==> config.mk <==
export PLATFORM = sky130hd
export DESIGN_NAME = operand_stage
export DESIGN_NICKNAME = d
export VERILOG_FILES = /design/src/rtl/operand_stage.sv
export SDC_FILE = /design/constraint.sdc
export NUM_CORES = 1
export LEC_CHECK = 0
export CAP_MARGIN = 20
export CORE_MARGIN = 2
export CORE_UTILIZATION = 40
export CTS_CLUSTER_SIZE = 10
export DETAILED_ROUTE_END_ITERATION = 6
export DONT_BUFFER_PORTS = 1
export GPL_TIMING_DRIVEN = 1
export PLACE_DENSITY_LB_ADDON = 0.3
export SYNTH_ARGS = -nofsm -noshare
export SYNTH_HDL_FRONTEND = slang
export SYNTH_SLANG_ARGS = --single-unit
==> constraint.sdc <==
create_clock -name clk -period 1.9 [get_ports clk]
set_clock_uncertainty 0.1 [all_clocks]
set_input_delay 0.38 -clock clk [delete_from_list [all_inputs] [get_ports clk]]
set_output_delay 0.38 -clock clk [all_outputs]
set_load 0.005 [all_outputs]
==> src/rtl/operand_stage.sv <==
// rtl/operand_stage.sv - operand holding stage in front of the shifter/ALU
//
// Ports:
//   clk, rst_n            clock, asynchronous active-low reset
//   in_valid/in_ready     upstream handshake
//   in_data, in_shift     operand and its shift code (00 none, 01 left,
//                         10 logical right, 11 arithmetic right)
//   flush                 synchronous discard of all held operands
//   out_valid/out_ready   downstream handshake
//   out_data, out_shift   head operand, driven straight from registers
//   count                 number of operands held
//
// Build option: OPERAND_STAGE_SKID_EN
//   defined   - head plus skid entry, in_ready registered (= no skid held)
//   undefined - single entry, in_ready = !out_valid | out_ready

module operand_stage #(
    parameter int WIDTH = 16
) (
    input  logic             clk,
    input  logic             rst_n,
    input  logic             in_valid,
    output logic             in_ready,
    input  logic [WIDTH-1:0] in_data,
    input  logic [1:0]       in_shift,
    input  logic             flush,
    output logic             out_valid,
    input  logic             out_ready,
    output logic [WIDTH-1:0] out_data,
    output logic [1:0]       out_shift,
    output logic [1:0]       count
);

    logic             head_vld_q, head_vld_d;
    logic [WIDTH-1:0] head_data_q, head_data_d;
    logic [1:0]       head_shift_q, head_shift_d;
    logic             acc;
    logic             cons;

    assign acc       = in_valid & in_ready;
    assign cons      = head_vld_q & out_ready;
    assign out_valid = head_vld_q;
    // Head registers are zeroed whenever the entry is empty, so outputs are
    // zero while out_valid is low without any output muxing.
    assign out_data  = head_data_q;
    assign out_shift = head_shift_q;

`ifdef OPERAND_STAGE_SKID_EN

    logic             skid_vld_q, skid_vld_d;
    logic [WIDTH-1:0] skid_data_q, skid_data_d;
    logic [1:0]       skid_shift_q, skid_shift_d;

    // Ready only depends on the skid register, never on out_ready.
    assign in_ready = ~skid_vld_q;
    assign count    = {1'b0, head_vld_q} + {1'b0, skid_vld_q};

    always_comb begin
        head_vld_d   = head_vld_q;
        head_data_d  = head_data_q;
        head_shift_d = head_shift_q;
        skid_vld_d   = skid_vld_q;
        skid_data_d  = skid_data_q;
        skid_shift_d = skid_shift_q;
        if (flush) begin
            head_vld_d   = 1'b0;
            head_data_d  = '0;
            head_shift_d = 2'b00;
            skid_vld_d   = 1'b0;
            skid_data_d  = '0;
            skid_shift_d = 2'b00;
        end else if (cons) begin
            if (skid_vld_q) begin
                // Skid full implies in_ready low, so no accept can coincide.
                head_data_d  = skid_data_q;
                head_shift_d = skid_shift_q;
                skid_vld_d   = 1'b0;
                skid_data_d  = '0;
                skid_shift_d = 2'b00;
            end else if (acc) begin
                head_data_d  = in_data;
                head_shift_d = in_shift;
            end else begin
                head_vld_d   = 1'b0;
                head_data_d  = '0;
                head_shift_d = 2'b00;
            end
        end else if (acc) begin
            if (!head_vld_q) begin
                head_vld_d   = 1'b1;
                head_data_d  = in_data;
                head_shift_d = in_shift;
            end else begin
                skid_vld_d   = 1'b1;
                skid_data_d  = in_data;
                skid_shift_d = in_shift;
            end
        end
    end

    always_ff @(posedge clk or negedge rst_n) begin
        if (!rst_n) begin
            head_vld_q   <= 1'b0;
            head_data_q  <= '0;
            head_shift_q <= 2'b00;
            skid_vld_q   <= 1'b0;
            skid_data_q  <= '0;
            skid_shift_q <= 2'b00;
        end else begin
            head_vld_q   <= head_vld_d;
            head_data_q  <= head_data_d;
            head_shift_q <= head_shift_d;
            skid_vld_q   <= skid_vld_d;
            skid_data_q  <= skid_data_d;
            skid_shift_q <= skid_shift_d;
        end
    end

`else

    // Single entry: a consume frees the slot in the same cycle.
    assign in_ready = ~head_vld_q | out_ready;
    assign count    = {1'b0, head_vld_q};

    always_comb begin
        head_vld_d   = head_vld_q;
        head_data_d  = head_data_q;
        head_shift_d = head_shift_q;
        if (flush) begin
            head_vld_d   = 1'b0;
            head_data_d  = '0;
            head_shift_d = 2'b00;
        end else if (acc) begin
            head_vld_d   = 1'b1;
            head_data_d  = in_data;
            head_shift_d = in_shift;
        end else if (cons) begin
            head_vld_d   = 1'b0;
            head_data_d  = '0;
            head_shift_d = 2'b00;
        end
    end

    always_ff @(posedge clk or negedge rst_n) begin
        if (!rst_n) begin
            head_vld_q   <= 1'b0;
            head_data_q  <= '0;
            head_shift_q <= 2'b00;
        end else begin
            head_vld_q   <= head_vld_d;
            head_data_q  <= head_data_d;
            head_shift_q <= head_shift_d;
        end
    end

`endif

endmodule
Yosys cells after proc, flatten, opt, wreduce, memory -nomap -nowiden
Index checks and enable logic that the tools add are counted.

Input bits: 23. Logic and storage cells: 17. Bits in registers: 19.

Reductions and logical operators: 1. Multiplexer cells: 9. Bitwise gates (word level): 4.

Operators by type and width (number): 16-bit two-way mux (3); 2-bit two-way mux (3); 1-bit two-way mux (3); 3-bit nonzero test (1); 1-bit AND (2); 1-bit NOT (1); 1-bit OR (1).

Logic depth before layout (Yosys ltp)
Depth in word-level cells: 5. Depth in mapped cells: 5. Gate-level depth less buffers: 3.

Worst setup path before layout
No wires, ideal clock.

Path kind: register to output. From: register head_vld_q, in the netlist out_valid. To: output in_ready. Arrival: 0.856 ns. Cell stages (with the launch flop): 5. Path slack: 0.564 ns. Cell sequence: dfrtp_1 -> nor2b_4 -> buf_6 -> buf_12 -> inv_2.

Word-level cells in the longest chain between the ends: 2.

Ends and longest elaborated chain: from (decl) (RTL line 34) `logic head_vld_q, head_vld_d;`; from (signal assigned) (RTL line 150) `head_vld_q <= head_vld_d;`; 1-bit NOT (RTL line 122) `assign in_ready = ~head_vld_q | out_ready;`; 1-bit OR (RTL line 122); to (decl) (RTL line 23) `output logic in_ready,`.

No other way between the ends.

Worst setup path in the final report
Same ends and word-level chain as after synthesis.

==> results by group <==
Worst setup path
  – Reg2reg path depth: 3
  – Worst setup EP type: primary output
  – CP peak stage delay: 450 ps
  – Critical path cell sequence: nor2b_4 -> inv_2
  – CP required: 1420 ps
  – Crit path max fanout: 10
  – Reg-to-reg slack, setup: 530 ps
  – Startpoint Class: register
  – R2R Path End: out_data[2]
  – Highest-delay cell along the critical path: dfrtp_1
  – R2R Path Start: out_valid
  – Crit path DAT: 1160 ps
  – CP Class: reg2out

Timing
  – Slew Limit Fails: 0
  – RSZ-0062 raised after global routing: no
  – Final Cycle Share: 86.4%
  – Min Clock Period, post-route: 1640 ps
  – Slew of the pin with the lowest slew margin: 893 ps
  – Final hold slack: 121 ps
  – Final hold viol count: 0
  – Fmax: 609 MHz
  – Setup TNS: 0 ps
  – Slew HR: 40.3%
  – Final Setup Violations: 0

Worst hold path
  – WHS Path Cells: 2
  – Min-delay worst type: in2reg
  – Hold path startpoint: in_data[7]
  – Hold Crit Endpoint: out_data[7]

Power
  – Clock network power share: 27.3%
  – Sw frac: 27.0%
  – Peak VDD IR: 0.354 mV
  – P_leak: 0.411 nW
  – Combinational share of power: 13.9%
  – Design internal power: 0.556 mW
  – Part of the power in registers: 58.9%
  – Pwr/cell area: 713 mW/mm2
  – Sw power: 0.205 mW

Placed design
  – DP Wirelength: 1.43 mm
  – Post-DP Area: 0.00102 mm2
  – IO buf count: 0
  – Routability cong.: 0.656
  – Number of placed cells counting well taps: 110

Global route
  – Largest net degree at the start of global routing: 38
  – Vias in the first global route: 679
  – Gr usage total: 14.1%
  – Total gr overflow: 0
  – First-pass GRT wire length: 3.40 mm
  – Antenna violations before repair: 0

Final layout
  – Most frequent cells in the layout: 36 x nand2b_1, 19 x dfrtp_1, 9 x o32ai_2, 9 x o32ai_1, 3 x clkbuf_4
  – Post-Layout Cell Count: 116
  – Share of layout cells above drive strength 1: 22.1%
  – Commonest non-fill, non-tap cell in the layout: nand2b_1
  – Area growth syn-to-layout: 0.589%
  – Cell area after layout: 0.00107 mm2
  – Nets: 110
  – Antenna Cells: 0

CTS
  – # clock sinks: 19
  – H-tree depth: 1
  – Worst-path clk slew: 120 ps
  – Worst-Skew Late Latency: 300 ps
  – Root buf cell: clkbuf_4
  – Clock Tree Buf Depth: 2
  – CTS resizes: 0
  – CTS tree: built
  – TritonCTS buffer count: 3

Yosys
  – Mapped Area: 0.00106 mm2
  – Mapped Nets: 112
  – Yosys reg bits: 19
  – Register area share after synthesis: 44.8%
  – Unique masters post-synth: 14
  – Syn_area_per_cell: 11.9 um2
  – Gate Count Post-Synth: 89
  – Synth warn: 0

Die
  – DIE AREA: 0.00308 mm2
  – Initial Util: 42.4%
  – DIE WIDTH: 55.5 um
  – Die Height: 55.5 um
  – I/O pin count: 45
  – Row count: 18
  – Core Area: 0.00250 mm2

Drt
  – Vias/cell: 5.70
  – Post-Route WL: 2.16 mm
  – DR pass1 iterations: 4
  – Iter 0 DRT Violations: 18
  – Post-route ant nets: 0
  – DRC: 0
  – DR vias: 661
  – WL/cell: 18.6 um

Run
  – Max-cap violation count: 0

Outcome
  – Status: finished clean
## worst max path at each step
stage / startpoint / end / slack [ps] / cells past startpoint
floorplan: out_valid / in_ready / 560 / 4
global placement: out_valid / out_data[13] / 560 / 3
detailed placement: out_valid / out_shift[1] / 530 / 3
CTS: out_valid / in_ready / 220 / 2
global route: out_valid / in_ready / 170 / 2
finish: out_valid / in_ready / 260 / 2
## layout make-up
class	count	area, um2
Timing Repair Buffer	3	27.5
Tap cell	30	37.5
Clock buffer	3	22.5
Multi-Input combinational cell	58	492
Fill cell	243	1430
Clock inverter	1	5.00
Sequential cell	19	475
Inverter	2	7.51
## what timing repair did
item,CTS,global route
hold endpoints to repair,19,1
endpoints found under the setup margin,0,0
buffers inserted,0,0
hold buffers,1,1
## critical path, delay by kind of cell, from the launching register on
kind                   cells  cell delay, ps
buffers and inverters      1              90
flip-flops                 1             450
AND/OR/NAND/NOR            1             320
## layer usage
| metal | track usage [%] | share of wire (%) |
|---|---|---|
| met1 | 18.2 | 42 |
| met5 | 0 | 0 |
| met3 | 3.75 | 6.2 |
| met4 | 6.27 | 1.2 |
| met2 | 21.9 | 50 |
## metrics by stage
stage          setup WS (ps)  power, mW  utilization [%]
2_1_floorplan            564      0.554                -
3_3_place_gp             560      0.548             40.8
3_5_place_dp             531      0.552             40.8
4_1_cts                  221      0.773             42.3
5_1_grt                  173      0.801             42.7
6_report                 259      0.761             42.7
## kinds of logic after synthesis
kind of cell / after synthesis / synth area share (%)
simple gates: 37 / 22.5
compound gates: 19 / 22.1
flops: 19 / 44.8
buf+inv: 12 / 8.84
mux: 1 / 1.41
other cells: 1 / 0.353
## sequential cells by signal, summed over array words and instances (netlist names)
signal     count
out_data      16
out_shift      2
out_valid      1
## power groups by stage
| stage | registers [mW] | clock network (mW) | logic (mW) |
|---|---|---|---|
| finish | 0.448 | 0.208 | 0.106 |
| global route | 0.451 | 0.234 | 0.115 |
| CTS | 0.449 | 0.218 | 0.105 |
| detailed placement | 0.457 | 0 | 0.0946 |
| global placement | 0.456 | 0 | 0.0923 |
| floorplan | 0.451 | 0 | 0.103 |
## Yosys cell counts
master    instances  share of area, %
nand2b_1         36                21
dfrtp_1          19                45
o32ai_1           9               7.4
o32ai_2           9                14
buf_6             3               3.2
buf_2             2              0.94
buf_4             2               1.4
clkbuf_1          2              0.71
inv_2             2              0.71
a21oi_2           1              0.83
buf_12            1               1.9
conb_1            1              0.35
mux2_4            1               1.4
nor2b_4           1               1.3
Power figures use the tool's default switching activity.
